--- src/rtl/vpu_sram_rd_arbiter_pkg.sv ---
// Shared types and defaults for the VPU SRAM read-port arbiter.
// Bank geometry constants mirror the SRAM macro configuration.
package vpu_sram_rd_arbiter_pkg;

  localparam int unsigned SRAM_BANK_CNT_LG2   = 2;
  localparam int unsigned SRAM_BANK_DEPTH_LG2 = 10;
  localparam int unsigned SRAM_DATA_WIDTH     = 32;

  localparam int unsigned ARB_REQ_CNT   = 3;
  localparam int unsigned TAG_W         = $clog2(ARB_REQ_CNT);
  localparam int unsigned ARB_TAG_DEPTH = 4;

  typedef enum logic {
    IDLE  = 1'b0,
    BURST = 1'b1
  } arb_state_e;

endpackage

--- src/rtl/vpu_arb_tag_fifo.sv ---
// In-order tag FIFO remembering which requester issued each accepted beat.
// DEPTH must be a power of two so the pointers wrap naturally.
module vpu_arb_tag_fifo
  import vpu_sram_rd_arbiter_pkg::*;
#(
  parameter int unsigned WIDTH = TAG_W,
  parameter int unsigned DEPTH = ARB_TAG_DEPTH
) (
  input  logic             clk,
  input  logic             rst,
  input  logic             push,
  input  logic [WIDTH-1:0] push_data,
  input  logic             pop,
  output logic [WIDTH-1:0] head,
  output logic             full,
  output logic             empty
);

  localparam int unsigned PTR_W = (DEPTH > 1) ? $clog2(DEPTH) : 1;

  logic [WIDTH-1:0] mem [DEPTH];
  logic [PTR_W-1:0] wr_ptr;
  logic [PTR_W-1:0] rd_ptr;
  logic [PTR_W:0]   count;
  logic             do_push;
  logic             do_pop;

  assign full    = (count == (PTR_W+1)'(DEPTH));
  assign empty   = (count == '0);
  assign do_push = push && !full;
  assign do_pop  = pop && !empty;
  assign head    = mem[rd_ptr];

  always_ff @(posedge clk) begin
    if (do_push) begin
      mem[wr_ptr] <= push_data;
    end
  end

  always_ff @(posedge clk) begin
    if (rst) begin
      wr_ptr <= '0;
      rd_ptr <= '0;
      count  <= '0;
    end else begin
      if (do_push) begin
        wr_ptr <= wr_ptr + 1'b1;
      end
      if (do_pop) begin
        rd_ptr <= rd_ptr + 1'b1;
      end
      case ({do_push, do_pop})
        2'b10:   count <= count + 1'b1;
        2'b01:   count <= count - 1'b1;
        default: count <= count;
      endcase
    end
  end

endmodule

--- src/rtl/vpu_sram_rd_arbiter.sv ---
// Round-robin arbiter with burst lock sharing one SRAM read port among
// VPU source ports; read data is steered back via an in-order tag FIFO.
module vpu_sram_rd_arbiter
  import vpu_sram_rd_arbiter_pkg::*;
#(
  parameter int unsigned REQ_CNT   = ARB_REQ_CNT,
  parameter int unsigned BANK_LG2  = SRAM_BANK_CNT_LG2,
  parameter int unsigned ADDR_W    = SRAM_BANK_DEPTH_LG2,
  parameter int unsigned DATA_W    = SRAM_DATA_WIDTH,
  parameter int unsigned TAG_DEPTH = ARB_TAG_DEPTH
) (
  input  logic                         clk,
  input  logic                         rst,
  input  logic [REQ_CNT-1:0]           s_req_i,
  input  logic [REQ_CNT*BANK_LG2-1:0]  s_rid_i,
  input  logic [REQ_CNT*ADDR_W-1:0]    s_addr_i,
  input  logic [REQ_CNT-1:0]           s_reb_i,
  input  logic [REQ_CNT-1:0]           s_rlast_i,
  output logic [REQ_CNT-1:0]           s_ack_o,
  output logic [REQ_CNT*DATA_W-1:0]    s_rdata_o,
  output logic [REQ_CNT-1:0]           s_rvalid_o,
  output logic                         m_req_o,
  output logic [BANK_LG2-1:0]          m_rid_o,
  output logic [ADDR_W-1:0]            m_addr_o,
  output logic                         m_reb_o,
  output logic                         m_rlast_o,
  input  logic                         m_ack_i,
  input  logic [DATA_W-1:0]            m_rdata_i,
  input  logic                         m_rvalid_i,
  output logic                         err_o
);

  localparam int unsigned IDX_W = (REQ_CNT > 1) ? $clog2(REQ_CNT) : 1;

  arb_state_e       state;
  arb_state_e       state_nxt;
  logic [IDX_W-1:0] rr_ptr;
  logic [IDX_W-1:0] rr_nxt;
  logic [IDX_W-1:0] owner;
  logic [IDX_W-1:0] owner_nxt;
  logic [IDX_W-1:0] sel;
  logic [IDX_W-1:0] sel_inc;
  logic             sel_vld;
  logic             xfer;
  logic             pop;
  logic             tag_full;
  logic             tag_empty;
  logic [IDX_W-1:0] tag_head;
  int unsigned      scan_idx;

  // Locked to the owner during a burst; otherwise scan upward from rr_ptr.
  always_comb begin
    sel      = '0;
    sel_vld  = 1'b0;
    scan_idx = 0;
    if (state == BURST) begin
      sel     = owner;
      sel_vld = s_req_i[owner];
    end else begin
      for (int unsigned i = 0; i < REQ_CNT; i++) begin
        scan_idx = int'(rr_ptr) + i;
        if (scan_idx >= REQ_CNT) begin
          scan_idx = scan_idx - REQ_CNT;
        end
        if (!sel_vld && s_req_i[scan_idx]) begin
          sel     = IDX_W'(scan_idx);
          sel_vld = 1'b1;
        end
      end
    end
  end

  assign sel_inc = (sel == IDX_W'(REQ_CNT - 1)) ? '0 : sel + 1'b1;

  // Full blocks the request even if a pop frees a slot this same cycle.
  always_comb begin
    m_req_o   = 1'b0;
    m_rid_o   = '0;
    m_addr_o  = '0;
    m_reb_o   = 1'b0;
    m_rlast_o = 1'b0;
    if (!rst && sel_vld) begin
      m_req_o = !tag_full;
      for (int unsigned i = 0; i < REQ_CNT; i++) begin
        if (sel == IDX_W'(i)) begin
          m_rid_o   = s_rid_i[i*BANK_LG2 +: BANK_LG2];
          m_addr_o  = s_addr_i[i*ADDR_W +: ADDR_W];
          m_reb_o   = s_reb_i[i];
          m_rlast_o = s_rlast_i[i];
        end
      end
    end
  end

  assign xfer = m_req_o && m_ack_i;
  assign pop  = !rst && m_rvalid_i && !tag_empty;

  always_comb begin
    s_ack_o    = '0;
    s_rvalid_o = '0;
    s_rdata_o  = '0;
    for (int unsigned i = 0; i < REQ_CNT; i++) begin
      if (xfer && sel == IDX_W'(i)) begin
        s_ack_o[i] = 1'b1;
      end
      if (pop && tag_head == IDX_W'(i)) begin
        s_rvalid_o[i]                 = 1'b1;
        s_rdata_o[i*DATA_W +: DATA_W] = m_rdata_i;
      end
    end
  end

  always_comb begin
    state_nxt = state;
    owner_nxt = owner;
    rr_nxt    = rr_ptr;
    if (xfer) begin
      if (m_rlast_o) begin
        state_nxt = IDLE;
        rr_nxt    = sel_inc;
      end else if (state == IDLE) begin
        state_nxt = BURST;
        owner_nxt = sel;
      end
    end
  end

  always_ff @(posedge clk) begin
    if (rst) begin
      state  <= IDLE;
      owner  <= '0;
      rr_ptr <= '0;
      err_o  <= 1'b0;
    end else begin
      state  <= state_nxt;
      owner  <= owner_nxt;
      rr_ptr <= rr_nxt;
      if (m_rvalid_i && tag_empty) begin
        err_o <= 1'b1;
      end
    end
  end

  vpu_arb_tag_fifo #(
    .WIDTH (IDX_W),
    .DEPTH (TAG_DEPTH)
  ) u_tag_fifo (
    .clk       (clk),
    .rst       (rst),
    .push      (xfer),
    .push_data (sel),
    .pop       (pop),
    .head      (tag_head),
    .full      (tag_full),
    .empty     (tag_empty)
  );

endmodule

--- config.mk ---
export PLATFORM = sky130hd
export DESIGN_NAME = vpu_sram_rd_arbiter
export DESIGN_NICKNAME = d
export VERILOG_FILES = /design/src/rtl/vpu_sram_rd_arbiter_pkg.sv /design/src/rtl/vpu_arb_tag_fifo.sv /design/src/rtl/vpu_sram_rd_arbiter.sv
export SDC_FILE = /design/constraint.sdc
export NUM_CORES = 1
export LEC_CHECK = 0
export ABC_AREA = 0
export BUFFER_PORTS_ARGS = -buffer_cell sky130_fd_sc_hd__buf_4
export CORE_MARGIN = 3
export CORE_UTILIZATION = 41
export CTS_CLUSTER_DIAMETER = 120
export CTS_CLUSTER_SIZE = 40
export DETAILED_ROUTE_END_ITERATION = 10
export PLACE_DENSITY = 0.83
export SLEW_MARGIN = 10
export SYNTH_ARGS = -nofsm -noshare
export SYNTH_HDL_FRONTEND = slang
export SYNTH_HIERARCHICAL = 1
export SYNTH_SLANG_ARGS = --single-unit
--- constraint.sdc ---
create_clock -name clk -period 4.15 [get_ports clk]
set_input_delay 0.83 -clock clk [delete_from_list [all_inputs] [get_ports clk]]
set_output_delay 0.83 -clock clk [all_outputs]
set_load 0.1 [all_outputs]
==> results of run 1 <==
layer usage:
metal | vias to the layer above | wire [µm] | track usage
met5 | - | 0 | 0
li1 | 1477 | - | -
met2 | 142 | 4440 | 0.409
met3 | 10 | 733 | 0.0608
met4 | 0 | 116 | 0.0475
met1 | 1365 | 3320 | 0.253
cells in the final DEF, fill, tap and decap left out, types with 2 or more instances in the layout:
cell type	netlist	final
or3_1	4	4
a31o_2	3	3
mux4_2	2	2
nor3_2	1	2
nor3_1	3	2
o21a_1	13	13
nand2b_1	7	7
a21oi_1	7	7
buf_12	0	3
nor2b_1	7	6
nand2_1	6	6
dfxtp_1	15	15
nor3b_2	1	3
and3_1	14	14
edfxtp_1	8	8
o211ai_1	2	2
ha_1	9	9
mux2i_1	21	21
buf_4	2	205
nand3b_1	3	3
and2_1	101	101
inv_1	16	16
nor2_1	29	29
clkbuf_8	0	3
o21ai_0	11	11
xor2_1	3	3
power breakdown:
group | internal [mW] | switching, mW | total [mW]
Sequential | 0.255 | 0.0187 | 0.274
Clock | 0.0670 | 0.0742 | 0.141
Combinational | 0.303 | 0.638 | 0.941
final cells by class:
class	instances	area [µm²]
clock buffer	3	41.3
inverter	16	60.1
fill	501	1740
tap	75	93.8
timing repair buffer	208	1600
sequential	23	541
multi-input combinational	268	1870
clock inverter	1	5.00
path summary, 6_finish.rpt:
path / depth (start not counted) / slack (ps) / end
setup / recovery: 10 / 210 / m_addr_o[5]
hold / removal: 2 / 480 / err_o$_SDFFE_PP0P_
setup reg to reg: 16 / 580 / u_tag_fifo/count[2]$_SDFFE_PP0P_
hold reg to reg: 2 / 480 / err_o$_SDFFE_PP0P_
sequential cells by signal, indices dropped and copies added, names as in the netlist, named ones only:
register           count
rr_ptr                 2
state                  1
err_o                  1
u_tag_fifo/mem         8
owner                  2
u_tag_fifo/count       3
u_tag_fifo/rd_ptr      2
u_tag_fifo/wr_ptr      2
cell families after synthesis:
logic type | synth area share
AO/OA/AOI/OAI | 0.135
XOR/XNOR | 0.0104
adder cells (fa/ha/maj) | 0.0523
buffers and inverters | 0.0587
flip-flops | 0.213
multiplexers | 0.105
AND/OR/NAND/NOR | 0.426
worst max-delay path: stages, from the launching register on:
cell and delay [ps]:
dfxtp_1 390, inv_1 80, ha_1 430, o41ai_2 400, o21ai_0 150, a221oi_1 370, a21o_2 260, buf_12 190
and3_1 160, o21a_1 120, buf_4 280
timing repair:
item / CTS / global route
hold buffers: 0 / 0
endpoints found under the setup margin: 0 / 14
gates resized for setup: 0 / 2
setup buffers: 0 / 2
metrics by stage:
stage	util	power, mW
floorplan	-	0.969
detailed placement	0.694	1.20
finish	0.708	1.36
global placement	0.694	1.19
global route	0.708	1.42
CTS	0.701	1.34
==> metrics.txt, run 1 <==
die area=0.00717 mm²; CP startpoint=rr_ptr[0]$_SDFFE_PP0P_; dpl cells=588; antenna fix cells=0; pre-CTS WS=238 ps; initial core utilization=0.426; Worst Setup End Kind=output port; most numerous cell in the Yosys netlist=and2_1; routed wire length=8610 µm; PortBufs=198; routability congestion estimate=0.894; drt drc=0; Hold Fails Final Rpt=0; clk_skew=9.87 ps; total grt overflow=0; measured slew at the worst slew-check pin=between 500 and 600 ps; mapped cell area=0.00254 mm²; EDFF count, synth=8; RSZ-0062 raised after global routing=false; critical-path maximum fanout=31; Max clock buf depth=2; Power Density=322 mW/mm²; vias per cell=5.04; setup TNS=0 ps; Hold Crit Class=reg -> reg; largest net degree at the start of global routing=34; TritonCTS clock tree=done; IO Count=199; Synth top cells by count=and2_1 (101), nor2_1 (29), mux2i_1 (21), clkbuf_1 (16), inv_1 (16); maximum vdd drop=0.000315 V; per-cell routed wire length=14.5 µm; Reg clk slew, reported paths=about 90 ps; die height=~85 µm; via count=2994; top post-synthesis cells by area=and2_1 (25%), dfxtp_1 (12%), edfxtp_1 (9.5%); post-synthesis cell count=328; Die Width=84.7 µm; Post-layout nets=about 610; initial antenna violation count=0; Hold Startpoint=err_o$_SDFFE_PP0P_; post-synth top area share=0.249; Root Buffer=clkbuf_8; Synthesis Warnings=6; Non-Filler Instances=just under 600; Synth Flop Type=dfxtp_1; FMAX=254 MHz; initial DRC count=100; syn avg cell area=7.74 µm²; DP Area=between 0.004 and 0.005 mm²; slew margin rel.=0.641; Max-cap violations=0; Startpoint Class=flop; Final Setup Violations=0; Critical Path RT=3320 ps; Setup WS post-layout=211 ps; WS Path Type=reg -> out; row count=28; clk_lat worst skew=approximately 270 ps; crit path DAT=3110 ps; leakage=~2.2 nW; sequential area share after synthesis=0.213; min Tclk post-route=about 4000 ps; cell taking the most area after synthesis=and2_1; status=completed; post-synth cell types=46; CTS Buf Count=3; Final Max Tran Viols=0; area grow syn2layout=66.1%; hold_ws=483 ps; HPWL Detailed=7010 µm; Pre-Repair DR Iteration Count=6; Syn Nets=~420; layout cell share with drive strength beyond 1=0.441; Yosys reg bits=23; FF-to-FF Start=rr_ptr[0]$_SDFFE_PP0P_; vias in the first global route=2853; Async S/R FF share, synth=0; antenna-violating nets left=0; first-pass GRT wire length=13300 µm; htree depth=1; GRT Overall Usage=0.222; CTS Sinks=23; final instance area=0.00421 mm²; crit share post-route=0.949; core area=0.00596 mm²
No activity file was read; power rests on OpenSTA's default activity.
==> inputs of run 2 (changes only) <==
--- a/config.mk
+++ b/config.mk
@@ -7,12 +7,14 @@
 export LEC_CHECK = 0
 export ABC_AREA = 0
 export BUFFER_PORTS_ARGS = -buffer_cell sky130_fd_sc_hd__buf_4
+export CELL_PAD_IN_SITES_DETAIL_PLACEMENT = 0
+export CELL_PAD_IN_SITES_GLOBAL_PLACEMENT = 1
 export CORE_MARGIN = 3
-export CORE_UTILIZATION = 41
+export CORE_UTILIZATION = 27
 export CTS_CLUSTER_DIAMETER = 120
 export CTS_CLUSTER_SIZE = 40
 export DETAILED_ROUTE_END_ITERATION = 10
-export PLACE_DENSITY = 0.83
+export PLACE_DENSITY_LB_ADDON = 0.1
 export SLEW_MARGIN = 10
 export SYNTH_ARGS = -nofsm -noshare
 export SYNTH_HDL_FRONTEND = slang
==> run 2 against run 1 <==
Setup slack improved by 28 ps. Final area barely moved. Hold slack got worse by 6.4 ps. Flip-flop and latch count did not move. Total power fell by 2.2%. Die area rose by 48%. Sequential power barely moved. Critical path depth rose by 1. Critical endpoint is now m_rlast_o.
==> metrics.txt, run 2 (same netlist as run 1, synthesis figures left out) <==
critical-path maximum fanout=38 (+23%); row count=34 (+21%); drt drc=0 (unchanged); CTS Sinks=23 (unchanged); RSZ-0062 raised after global routing=false; routed wire length=9100 µm (+5.7%); DP Area=0.00415 mm² (+0.45%); Hold Startpoint=err_o$_SDFFE_PP0P_; via count=2870 (-4.1%); core area=0.00893 mm² (+50%); Hold Buf Count CTS=0 (unchanged); Largest regs=u_tag_fifo/mem (8), u_tag_fifo/count (3); die height=103 µm (+22%); setup TNS=0 ps (unchanged); die area=0.0106 mm² (+48%); Non-Filler Instances=623 (+4.9%); vias per cell=4.61 (-8.6%); pre-CTS WS=359 ps (+121 ps); Hold Fails Final Rpt=0 (unchanged); area used by multi-input combinational logic=0.00188 mm² (+0.33%); area grow syn2layout=65.9% (about the same); CTS Buf Count=3 (unchanged); max FFs per register=8 (unchanged); crit share post-route=0.942 (-0.00685); vias in the first global route=2590 (-9.2%); internal reg-to-reg setup slack=530 ps (-50 ps); largest net degree at the start of global routing=39 (+15%); top layer in use=met4; Startpoint Class=flop; routability congestion estimate=0.907 (+1.5%); Critical Path RT=3320 ps (about the same); CP startpoint=rr_ptr[0]$_SDFFE_PP0P_; end-of-flow core utilization=0.471 (-0.236); RR Endpoint=u_tag_fifo/count[2]$_SDFFE_PP0P_; per-cell routed wire length=14.6 µm (+0.77%); Post-layout nets=607 (-0.65%); PortBufs=198 (unchanged); total grt overflow=0 (unchanged); Final Max Tran Viols=0 (unchanged); antenna-violating nets left=0 (unchanged); total power=1.33 mW (-2.2%); layout cell share with drive strength beyond 1=0.439 (-0.00240); met2 wire len=4710 µm (+6.0%); TritonCTS clock tree=done; Die Width=103 µm (+22%); slew margin rel.=0.353 (-0.288); WS Path Type=reg -> out; commonest non-fill, non-tap cell in the layout=buf_4; Register Area=541 µm² (unchanged); most frequent cells in the layout=buf_4 (202), and2_1 (101), nor2_1 (29); hold path endpoint=err_o$_SDFFE_PP0P_; Setup Buffers After CTS=0 (unchanged); HPWL Detailed=7280 µm (+3.9%); Worst Setup End Kind=output port; FMAX=256 MHz (+0.73%); min Tclk post-route=3910 ps (-28.4 ps); final instance area=0.00421 mm² (about the same); reg2reg path depth=16 (unchanged); IO Count=199 (unchanged); crit path DAT=3080 ps (-30 ps); htree depth=1 (unchanged); Post-Route M1 WL=3580 µm (+8.0%); Most flops, register=u_tag_fifo/mem; Max-cap violations=0 (unchanged); length of routed met3 wiring=719 µm (-1.9%); Reg clk slew, reported paths=80 ps (about the same); Power Density=315 mW/mm² (-2.1%); worst hold stages=2 (unchanged); GRT Overall Usage=0.150 (-0.0715); Root Buffer=clkbuf_8; antenna fix cells=0 (unchanged); Pre-Repair DR Iteration Count=4 (-2); initial core utilization=0.284 (-0.142); Max clock buf depth=2 (unchanged); measured slew at the worst slew-check pin=966 ps (+436 ps); initial DRC count=91 (-9.0%); Final Setup Violations=0 (unchanged); dpl cells=619 (+5.3%); status=completed; leakage=2.19 nW (-1.1%); Fillers=915 (+83%); clk_skew=3.22 ps (-6.65 ps); FF-to-FF Start=rr_ptr[0]$_SDFFE_PP0P_; initial antenna violation count=0 (unchanged); clk_lat worst skew=260 ps (about the same); hold_ws=477 ps (-6.37 ps); Setup WS post-layout=240 ps (+28.4 ps); Hold Crit Class=reg -> reg; first-pass GRT wire length=13000 µm (-2.5%); maximum vdd drop=0.000319 V (+1.1%)
[run 2: layout make-up]
| cell class | instances | area share |
|---|---|---|
| clock buffers | 3 | 0.00981 |
| clock inverters | 1 | 0.00119 |
| inverters | 16 | 0.0143 |
| multi-input cells | 268 | 0.447 |
| flip-flops and latches | 23 | 0.128 |
| well taps | 108 | 0.0321 |
| repair buffers | 204 | 0.368 |
[run 2: power breakdown]
| group | internal [mW] | leakage (nW) | switching (mW) | total [mW] |
|---|---|---|---|---|
| Clock | 0.0670 | 0.0255 | 0.0722 | 0.139 |
| Combinational | 0.280 | 1.97 | 0.633 | 0.913 |
| Sequential | 0.255 | 0.196 | 0.0189 | 0.274 |
[run 2: worst max-delay path by stage]
stage                       to  slack [ps]  cells past startpoint
global route         m_rlast_o          30                     11
CTS                    m_reb_o         150                     11
global placement     m_rlast_o         360                     10
floorplan           s_ack_o[0]          70                     10
detailed placement   m_rlast_o         360                     10
finish               m_rlast_o         240                     11
[run 2: routing by layer]
layer / up-vias / track usage
met5: - / 0
met4: 0 / 0.0149
met3: 4 / 0.0311
met2: 127 / 0.289
met1: 1271 / 0.175
li1: 1468 / -
[run 2: worst max-delay path, stage by stage (launching register included)]
cell and delay [ps]:
dfxtp_1 390, inv_1 90, ha_1 300, mux2i_1 180
o41ai_2 340, o21ai_0 130, a221oi_1 380, a21o_1 170
buf_12 180, mux2i_1 220, and2_1 150, buf_4 290
[run 2: timing repair]
action,CTS,global route
endpoints found under the hold margin,0,0
resized for setup,0,3
setup endpoints to repair,0,11
==> inputs of run 3 (changes only) <==
==> constraint.sdc (replaced) <==
create_clock -name clk -period 4.1 [get_ports clk]
set_input_delay 0.82 -clock clk [delete_from_list [all_inputs] [get_ports clk]]
set_output_delay 0.82 -clock clk [all_outputs]
set_load 0.1 [all_outputs]
==> run 3 against run 2 <==
Global-route usage is 0.064 points higher. Wire length is 0.69% higher. Sequential share of layout area is 0.14 points lower. Via count hardly changed. First-iteration DRC count stayed put. Count of clock-buffer cells in the layout stayed put. Clock power hardly changed. Register-to-register slack worse by 180 ps. Critical path type unchanged. Critical endpoint unchanged. Largest cell class unchanged.
==> metrics.txt, run 3 (same netlist as run 1, synthesis figures left out) <==
WP buf/inv=3 (unchanged); RR Endpoint=u_tag_fifo/count[2]$_SDFFE_PP0P_; hold path endpoint=err_o$_SDFFE_PP0P_; initial core utilization=0.284 (unchanged); GRT Overall Usage=0.151 (+0.000635); Die Width=103 µm (unchanged); TritonCTS clock tree=done; PortBufs=198 (unchanged); initial antenna violation count=0 (unchanged); area used by multi-input combinational logic=0.00189 mm² (+0.67%); antenna-violating nets left=0 (unchanged); Hold Startpoint=err_o$_SDFFE_PP0P_; Hold Crit Class=reg -> reg; largest net degree at the start of global routing=39 (unchanged); Reg clk slew, reported paths=80 ps (about the same); Root Buffer=clkbuf_8; WS Path Type=reg -> out; max FFs per register=8 (unchanged); via count=2872 (+0.070%); critical-path cell list=inv_1, ha_1, mux2i_1, o41ai_2, o21ai_0, a221oi_2, a21o_1, buf_12, mux2i_1, and2_1, buf_6; IO Count=199 (unchanged); CTS Buf Count=3 (unchanged); Startpoint Class=flop; htree depth=1 (unchanged); Most flops, register=u_tag_fifo/mem; most frequent cells in the layout=buf_4 (195), and2_1 (101), nor2_1 (29); FF-to-FF Start=rr_ptr[0]$_SDFFE_PP0P_; routed wire length=9160 µm (+0.69%); Post-layout nets=607 (unchanged); Hold Fails Final Rpt=0 (unchanged); pre-CTS WS=325 ps (-34.5 ps); dpl cells=619 (unchanged); Pre-Repair DR Iteration Count=4 (unchanged); clk_lat worst skew=260 ps (about the same); Power Density=322 mW/mm² (+2.2%); Most common cell on crit path=mux2i_1; CTS Sinks=23 (unchanged); die height=103 µm (unchanged); slew margin rel.=0.573 (+0.220); critical-path maximum fanout=38 (unchanged); Max-cap violations=0 (unchanged); vias in the first global route=2631 (+1.6%); final instance area=0.00426 mm² (+1.1%); status=completed; layout cell share with drive strength beyond 1=0.441 (+0.00194); per-cell routed wire length=14.7 µm (+0.69%); routability congestion estimate=0.827 (-8.8%); Setup WS post-layout=316 ps (+76.3 ps); reg2reg path depth=16 (unchanged); DP Area=0.00416 mm² (+0.30%); clk_skew=3.68 ps (+0.458 ps); antenna fix cells=0 (unchanged); Max clock buf depth=2 (unchanged); drt drc=0 (unchanged); worst hold stages=2 (unchanged); measured slew at the worst slew-check pin=640 ps (-326 ps); crit path DAT=2960 ps (-120 ps); Fillers=914 (-0.11%); CP startpoint=rr_ptr[0]$_SDFFE_PP0P_; Hold Buf Count CTS=0 (unchanged); Final Setup Violations=0 (unchanged); Critical Path RT=3280 ps (-40 ps); min Tclk post-route=3780 ps; Worst Setup End Kind=output port; total grt overflow=0 (unchanged); slowest CP cell=dfxtp_1; Final Max Tran Viols=0 (unchanged); Register Area=541 µm² (unchanged); crit share post-route=0.923; core area=0.00893 mm² (unchanged); Max stage delay on crit path=400 ps (about the same); FMAX=264 MHz; first-pass GRT wire length=13100 µm (+0.80%); row count=34 (unchanged); CP top delay family=compound AO/OA/AOI/OAI gates; total power=1.37 mW (+3.3%); Largest regs=u_tag_fifo/mem (8), u_tag_fifo/count (3); HPWL Detailed=7390 µm (+1.4%); leakage=2.20 nW (+0.57%); initial DRC count=91 (unchanged); commonest non-fill, non-tap cell in the layout=buf_4; area grow syn2layout=67.8%; Non-Filler Instances=623 (unchanged); internal reg-to-reg setup slack=350 ps (-180 ps); die area=0.0106 mm² (unchanged); vias per cell=4.61 (about the same); maximum vdd drop=0.000241 V (-24%)
==> run 3: cell counts in the layout (fill, tap and decap cells not counted) <==
Identical to the previous run, type by type.
==> run 3: timing repair <==
item                       4_1_cts  5_1_grt
buffers inserted                 0        0
setup endpoints to repair        0       16
resized for setup                0       11
==> run 3: metal layers <==
metal  global-route usage  vias to the layer above  part of all wire
li1                     -                     1466                 -
met4               0.0159                        0            0.0040
met5                    0                        -                 0
met2                0.294                      122              0.54
met1                0.172                     1280              0.38
met3               0.0325                        4             0.079
==> run 3: worst max path at each step <==
stage / end / slack [ps] / depth (start not counted)
2_1_floorplan: s_ack_o[0] / 30 / 10
3_3_place_gp: m_rlast_o / 350 / 10
3_5_place_dp: m_rlast_o / 320 / 10
4_1_cts: m_rlast_o / 90 / 10
5_1_grt: u_tag_fifo/count[2]$_SDFFE_PP0P_ / -3 / 16
6_report: m_rlast_o / 320 / 11
==> run 3: stage by stage <==
step | hold slack (ps) | util | setup TNS [ps]
after floorplan | 459 | - | 0
after global placement | 463 | 0.466 | 0
after detailed placement | 471 | 0.466 | 0
after CTS | 493 | 0.471 | 0
after global routing | 517 | 0.477 | -2.52
final | 481 | 0.477 | 0
==> run 3: power breakdown <==
group | switching [mW] | internal (mW) | leakage [nW]
logic | 0.647 | 0.304 | 1.98
clock network | 0.0736 | 0.0678 | 0.0255
registers | 0.0200 | 0.258 | 0.196
==> run 3: final cells by class <==
cell class / instances / share of cell area
sequential: 23 / 0.127
clock buffer: 3 / 0.00970
inverter: 16 / 0.0141
timing repair buffer: 204 / 0.372
clock inverter: 1 / 0.00118
tap: 108 / 0.0317
multi-input combinational: 268 / 0.445
==> run 3: worst min-delay path, cell delays in order, from the launching register on <==
cell and delay (ps):
dfxtp_1 340, a21oi_1 40, nor2_1 70
